$ cat src/rtl/subneg_pkg.sv
// Shared definitions for the subneg CPU program loader: memory geometry,
// loader state encoding and the checksum accumulate helper.
package subneg_pkg;

  localparam int SN_DATA_W = 5;
  localparam int SN_ADDR_W = 5;
  localparam int SN_DEPTH  = 22;

  typedef enum logic [2:0] {
    ST_IDLE   = 3'd0,
    ST_LOAD   = 3'd1,
    ST_VERIFY = 3'd2,
    ST_CMP    = 3'd3,
    ST_DONE   = 3'd4,
    ST_ERROR  = 3'd5
  } loader_state_t;

  // Running image checksum; wraps naturally at 8 bits.
  function automatic logic [7:0] csum_add(input logic [7:0] acc, input logic [7:0] word);
    return acc + word;
  endfunction

endpackage

$ cat src/rtl/subneg_sync_edge.sv
// Pin synchroniser followed by a rising-edge detector producing a one-cycle pulse.
module subneg_sync_edge #(
  parameter int SYNC_STAGES = 2
) (
  input  logic clk,
  input  logic rst_n,
  input  logic async_in,
  output logic pulse
);

  logic [SYNC_STAGES-1:0] sync_q;
  logic                   prev_q;

  // Shift the asynchronous pin through the synchroniser and keep one delayed copy for edge detection.
  always_ff @(posedge clk) begin
    if (!rst_n) begin
      sync_q <= '0;
      prev_q <= 1'b0;
    end else begin
      sync_q <= {sync_q[SYNC_STAGES-2:0], async_in};
      prev_q <= sync_q[SYNC_STAGES-1];
    end
  end

  assign pulse = sync_q[SYNC_STAGES-1] & ~prev_q;

endmodule

$ cat src/rtl/subneg_prog_loader.sv
// Program memory writer/verifier for the subneg CPU. Accepts one word per host
// strobe, writes (LOAD) or compares against memory (VERIFY), and releases the
// CPU only once a complete, good image is present.
module subneg_prog_loader
  import subneg_pkg::*;
#(
  parameter int DATA_W      = SN_DATA_W,
  parameter int ADDR_W      = SN_ADDR_W,
  parameter int DEPTH       = SN_DEPTH,
  parameter int SYNC_STAGES = 2
) (
  input  logic              clk,
  input  logic              rst_n,
  input  logic [DATA_W-1:0] host_data,
  input  logic              host_strobe,
  input  logic              host_start,
  input  logic              host_mode,
  output logic              mem_we,
  output logic [ADDR_W-1:0] mem_addr,
  output logic [DATA_W-1:0] mem_wdata,
  input  logic [DATA_W-1:0] mem_rdata,
  output logic              cpu_run,
  output logic              busy,
  output logic              done,
  output logic              err,
  output logic [ADDR_W-1:0] word_cnt,
  output logic [7:0]        csum
);

  localparam logic [ADDR_W-1:0] LAST_ADDR = ADDR_W'(DEPTH - 1);

  loader_state_t     state;
  logic [ADDR_W-1:0] addr;
  logic [DATA_W-1:0] data_q;
  logic              wr_pend;
  logic              rd_wait;
  logic              stb_p;
  logic              start_p;

  subneg_sync_edge #(.SYNC_STAGES(SYNC_STAGES)) u_sync_strobe (
    .clk      (clk),
    .rst_n    (rst_n),
    .async_in (host_strobe),
    .pulse    (stb_p)
  );

  subneg_sync_edge #(.SYNC_STAGES(SYNC_STAGES)) u_sync_start (
    .clk      (clk),
    .rst_n    (rst_n),
    .async_in (host_start),
    .pulse    (start_p)
  );

  // Capture the host word only when the FSM will actually consume this strobe;
  // a strobe dropped in CMP must not disturb the word under comparison.
  always_ff @(posedge clk) begin
    if (stb_p && ((state == ST_LOAD && !wr_pend) || state == ST_VERIFY)) begin
      data_q <= host_data;
    end
  end

  // Session FSM with registered memory-port and status outputs.
  always_ff @(posedge clk) begin
    if (!rst_n) begin
      state     <= ST_IDLE;
      addr      <= '0;
      wr_pend   <= 1'b0;
      rd_wait   <= 1'b0;
      mem_we    <= 1'b0;
      mem_addr  <= '0;
      mem_wdata <= '0;
      cpu_run   <= 1'b0;
      busy      <= 1'b0;
      done      <= 1'b0;
      err       <= 1'b0;
      word_cnt  <= '0;
      csum      <= '0;
    end else begin
      mem_we <= 1'b0;
      unique case (state)
        ST_IDLE: begin
          if (start_p) begin
            addr     <= '0;
            word_cnt <= '0;
            csum     <= '0;
            wr_pend  <= 1'b0;
            rd_wait  <= 1'b0;
            busy     <= 1'b1;
            state    <= host_mode ? ST_LOAD : ST_VERIFY;
          end
        end
        ST_LOAD: begin
          if (wr_pend) begin
            wr_pend   <= 1'b0;
            mem_we    <= 1'b1;
            mem_addr  <= addr;
            mem_wdata <= data_q;
            csum      <= csum_add(csum, 8'(data_q));
            word_cnt  <= word_cnt + 1'b1;
            if (addr == LAST_ADDR) begin
              state   <= ST_DONE;
              busy    <= 1'b0;
              done    <= 1'b1;
              cpu_run <= 1'b1;
            end else begin
              addr <= addr + 1'b1;
            end
          end else if (stb_p) begin
            wr_pend <= 1'b1;
          end
        end
        ST_VERIFY: begin
          if (stb_p) begin
            mem_addr <= addr;
            rd_wait  <= 1'b1;
            state    <= ST_CMP;
          end
        end
        ST_CMP: begin
          // First cycle lets the synchronous read return; second cycle compares.
          if (rd_wait) begin
            rd_wait <= 1'b0;
          end else if (mem_rdata == data_q) begin
            csum     <= csum_add(csum, 8'(data_q));
            word_cnt <= word_cnt + 1'b1;
            if (addr == LAST_ADDR) begin
              state   <= ST_DONE;
              busy    <= 1'b0;
              done    <= 1'b1;
              cpu_run <= 1'b1;
            end else begin
              addr  <= addr + 1'b1;
              state <= ST_VERIFY;
            end
          end else begin
            state <= ST_ERROR;
            busy  <= 1'b0;
            err   <= 1'b1;
          end
        end
        ST_DONE: begin
          if (start_p) begin
            state   <= ST_IDLE;
            done    <= 1'b0;
            cpu_run <= 1'b0;
          end
        end
        ST_ERROR: begin
          cpu_run <= 1'b0;
        end
        default: begin
          state <= ST_IDLE;
        end
      endcase
    end
  end

endmodule
$ cat config.mk
export PLATFORM = sky130hd
export DESIGN_NAME = subneg_prog_loader
export DESIGN_NICKNAME = d
export VERILOG_FILES = /design/src/rtl/subneg_pkg.sv /design/src/rtl/subneg_sync_edge.sv /design/src/rtl/subneg_prog_loader.sv
export SDC_FILE = /design/constraint.sdc
export NUM_CORES = 1
export LEC_CHECK = 0
export BUFFER_PORTS_ARGS = -buffer_cell sky130_fd_sc_hd__buf_2
export CORE_MARGIN = 5
export CORE_UTILIZATION = 51
export CTS_BUF_LIST = sky130_fd_sc_hd__clkbuf_4
export CTS_CLUSTER_DIAMETER = 150
export DETAILED_ROUTE_END_ITERATION = 10
export PLACE_DENSITY = 0.74
export SYNTH_ARGS = -nofsm -noshare
export SYNTH_HDL_FRONTEND = slang
export SYNTH_HIERARCHICAL = 1
export SYNTH_SLANG_ARGS = --single-unit
$ cat constraint.sdc
create_clock -name clk -period 2.1 [get_ports clk]
set_input_delay 0.105 -clock clk [delete_from_list [all_inputs] [get_ports clk]]
set_output_delay 0.105 -clock clk [all_outputs]
set_load 0.005 [all_outputs]
==> results_dict.tcl <==
set metrics [dict create \
    status "complete, no violations" \
    crit_required_ps 2370 \
    mostFrequentLayoutCells "dfxtp_1, buf_2, nor2_1" \
    io_pins 43 \
    cp_cell_sequence "ha_1, fa_1, a21o_1, a21o_1, a21oi_1, nor4_1, mux2i_1" \
    critical_path.n_buffers_inverters 0 \
    final_core_utilization_pct 64.3 \
    timing.critical_path.slowest_stage_cell "edfxtp_1" \
    postSynthAreaPerCell_um2 9.30 \
    via_count_of_the_first_global_routing_pass 1984 \
    drt_iter0_drc 112 \
    critPathTopFamily "adder cells" \
    maxSlewViolCount 0 \
    dp_hpwl_um 3920 \
    shortest_period_the_worst_path_allows_ps 1950 \
    grt_setup_unrepaired "no" \
    insertion_delay_ps 370 \
    ctsHtreeMaxLevel 2 \
    post_synth_edffs 5 \
    cts_post_setup_buffers_inserted 0 \
    yosys_register_bits 49 \
    share_clk_of_total_power_pct 24.2 \
    start_util_pct 53.5 \
    ys.warnings.count 6 \
    power.combinational.fraction_pct 27.7 \
    postRouteAntennaNets 0 \
    layout-drive-gt1-share_pct 23.4 \
    flow.area_growth_from_synthesis_pct 20.1 \
    timing.final.hold_violations 0 \
    cap_viol_max_count 0 \
    wirelength_um 5350 \
    holdCritPathClass "input pin to register" \
    worst_hold_slack_ps 47.7 \
    worstPathArrival_ps 2220 \
    ff_latch_area_mm2 0.00103 \
    tritoncts "done" \
    antenna_found_initial 0 \
    finish.net_count 336 \
    max-vdd-ir-drop_uv 628 \
    intPower_w 0.00150 \
    antenna_cells_inserted 0 \
    worst_clock_skew_ps 18.4 \
    globalRouteOverflowTotal 0 \
    cp_common_cell "a21o_1" \
    fraction_of_power_consumed_by_sequential_logic_pct 48.1 \
    crit_path_max_fanout 3 \
    dieWidth_um 78.1 \
    p_sw_w 0.000706 \
    critical_path.startpoint_type "register" \
    path_clk_slew_ps 150 \
    fmax_ghz 0.514 \
    critPathCaptureType "register" \
    tightest_slew_ps 597 \
    worst-setup-path-type "register to register" \
    syn-instance-count 254 \
    detail_route.vias_per_cell 5.73 \
    synth_flop_cell "dfxtp_1" \
    switching_share_pct 32.0 \
    drc_errors 0 \
    vias 2086 \
    mappedNetlistNets 278 \
    num-fill-cells 377 \
    design.die.area_mm2 0.00609 \
    cts.path.max_buffers 2 \
    synth_cell_type_count 51 \
    worst_path_largest_cell_delay_ps 460 \
    grt_util_all_layers_pct 18.2 \
    final_common_cell "dfxtp_1" \
    drt_pass1_iterations 4 \
    clock_sink_count 49 \
    p_per_area_mw_per_mm2 777 \
    slew_headroom_pct 60.1 \
    die_height_um 78.1 \
    static_power_due_to_leakage_nw 1.18 \
    routed_wire_length_per_instance_um 14.7 \
    report.final.setup_viol 0 \
    core_area_mm2 0.00441 \
    port_buffers 42 \
    layout_worst_path_cycle_share_pct 92.7 \
    grt_pass1_wl_um 9160 \
    mappedNetlistArea_mm2 0.00236 \
    synth_sequential_area_ratio_pct 43.6 \
    async_flop_share_pct 0 \
    gpl.final_weighted_congestion 0.825 \
    number_of_buffers_inserted_during_clock_tree_synthesis 5 \
    multiInputGateArea_mm2 0.00125 \
    pin_count_of_the_biggest_net_entering_global_routing 20 \
    fin_tns_setup_ps 0 \
    rows 24 \
    root_buffer "clkbuf_4" \
]
## power by group through the flow
| stage | Combinational (W) | Clock, W | Sequential, W |
|---|---|---|---|
| floorplan | 0.000400 | 0 | 0.00106 |
| global placement | 0.000590 | 0 | 0.00108 |
| detailed placement | 0.000593 | 0 | 0.00108 |
| CTS | 0.000606 | 0.000555 | 0.00106 |
| global route | 0.000685 | 0.000590 | 0.00107 |
| finish | 0.000610 | 0.000535 | 0.00106 |
## through the flow
step	area [um^2]	power (W)	std cells	setup slack [ps]
3_3_place_gp	2690	0.00167	350	168
5_1_grt	2840	0.00235	364	17.0
2_1_floorplan	2360	0.00146	254	315
4_1_cts	2840	0.00222	364	85.8
3_5_place_dp	2690	0.00168	350	103
6_report	2840	0.00221	364	153
## cell usage after synthesis, drive strengths merged (2+ instances only)
| library cell | count | area, um^2 |
|---|---|---|
| o21ai | 16 | 80.1 |
| xnor2 | 5 | 43.8 |
| ha | 8 | 100 |
| xor2 | 2 | 17.5 |
| a211oi | 2 | 20.0 |
| nand4 | 6 | 37.5 |
| nor2b | 7 | 58.8 |
| o31ai | 7 | 52.6 |
| nor4 | 3 | 18.8 |
| o311ai | 3 | 26.3 |
| a311oi | 2 | 17.5 |
| and3 | 3 | 18.8 |
| nand2b | 2 | 12.5 |
| nor2 | 20 | 75.1 |
| nand2 | 14 | 52.6 |
| edfxtp | 5 | 150 |
| nand3 | 10 | 50.1 |
| dfxtp | 44 | 881 |
| or4 | 4 | 30.0 |
| mux2i | 13 | 130 |
| or3 | 4 | 30.0 |
| buf | 5 | 30.0 |
| a31oi | 2 | 12.5 |
| inv | 5 | 18.8 |
| clkbuf | 9 | 33.8 |
| a21oi | 19 | 95.1 |
| o32ai | 2 | 17.5 |
| a21o | 4 | 30.0 |
| and2 | 9 | 56.3 |
| o21ba | 2 | 20.0 |
| nor3 | 2 | 10.0 |
## state kept, by name, indices dropped and copies added, names as in the netlist, 2 cells and up
| signal | cells |
|---|---|
| addr | 5 |
| csum | 8 |
| data_q | 5 |
| mem_addr | 5 |
| mem_wdata | 5 |
| state | 3 |
| u_sync_start/sync_q | 2 |
| u_sync_strobe/sync_q | 2 |
| word_cnt | 5 |
## cells by family after synthesis
group	synth area share, %
fa+ha+maj	5.08
simple gates	20.4
xor+xnor	2.60
mux	5.51
flops	43.6
buf+inv	3.50
compound gates	19.3
## path summary, 6_finish.rpt
path | cells after the start | start | slack, ps | to
max | 7 | data_q[0] | 150 | csum[6]
min reg2reg | 1 | u_sync_strobe/sync_q[0] | 440 | u_sync_strobe/sync_q[1]
min | 3 | host_mode | 50 | state[0]
max reg2reg | 7 | data_q[0] | 150 | csum[6]
## final cells by class
| cell class | instances | area share [%] |
|---|---|---|
| sequential | 49 | 36.3 |
| timing repair buffer | 65 | 14.1 |
| clock inverter | 2 | 1.23 |
| multi-input combinational | 186 | 44.0 |
| tap | 52 | 2.29 |
| clock buffer | 5 | 1.32 |
| inverter | 5 | 0.661 |
## worst reg2reg max path, delay by kind of cell, from the launching register on
family          cells  cell delay (ps)
fa+ha+maj           2              650
mux                 1              130
compound gates      3              540
flops               1              460
simple gates        1               80
## timing repair
item / in CTS / in global routing
hold endpoints to repair: 7 / 0
gates resized for setup: 0 / 1
hold buffers: 7 / 0
setup endpoints to repair: 0 / 8
## metal layers
metal / vias to the layer above / global-route usage, % / routed length [um]
met4: 0 / 6.59 / 68
li1: 1059 / - / -
met2: 43 / 29.6 / 2500
met3: 6 / 4.46 / 231
met1: 978 / 23.4 / 2550
met5: - / 0 / 0
Note: power is estimated with default switching activity, not from simulation.
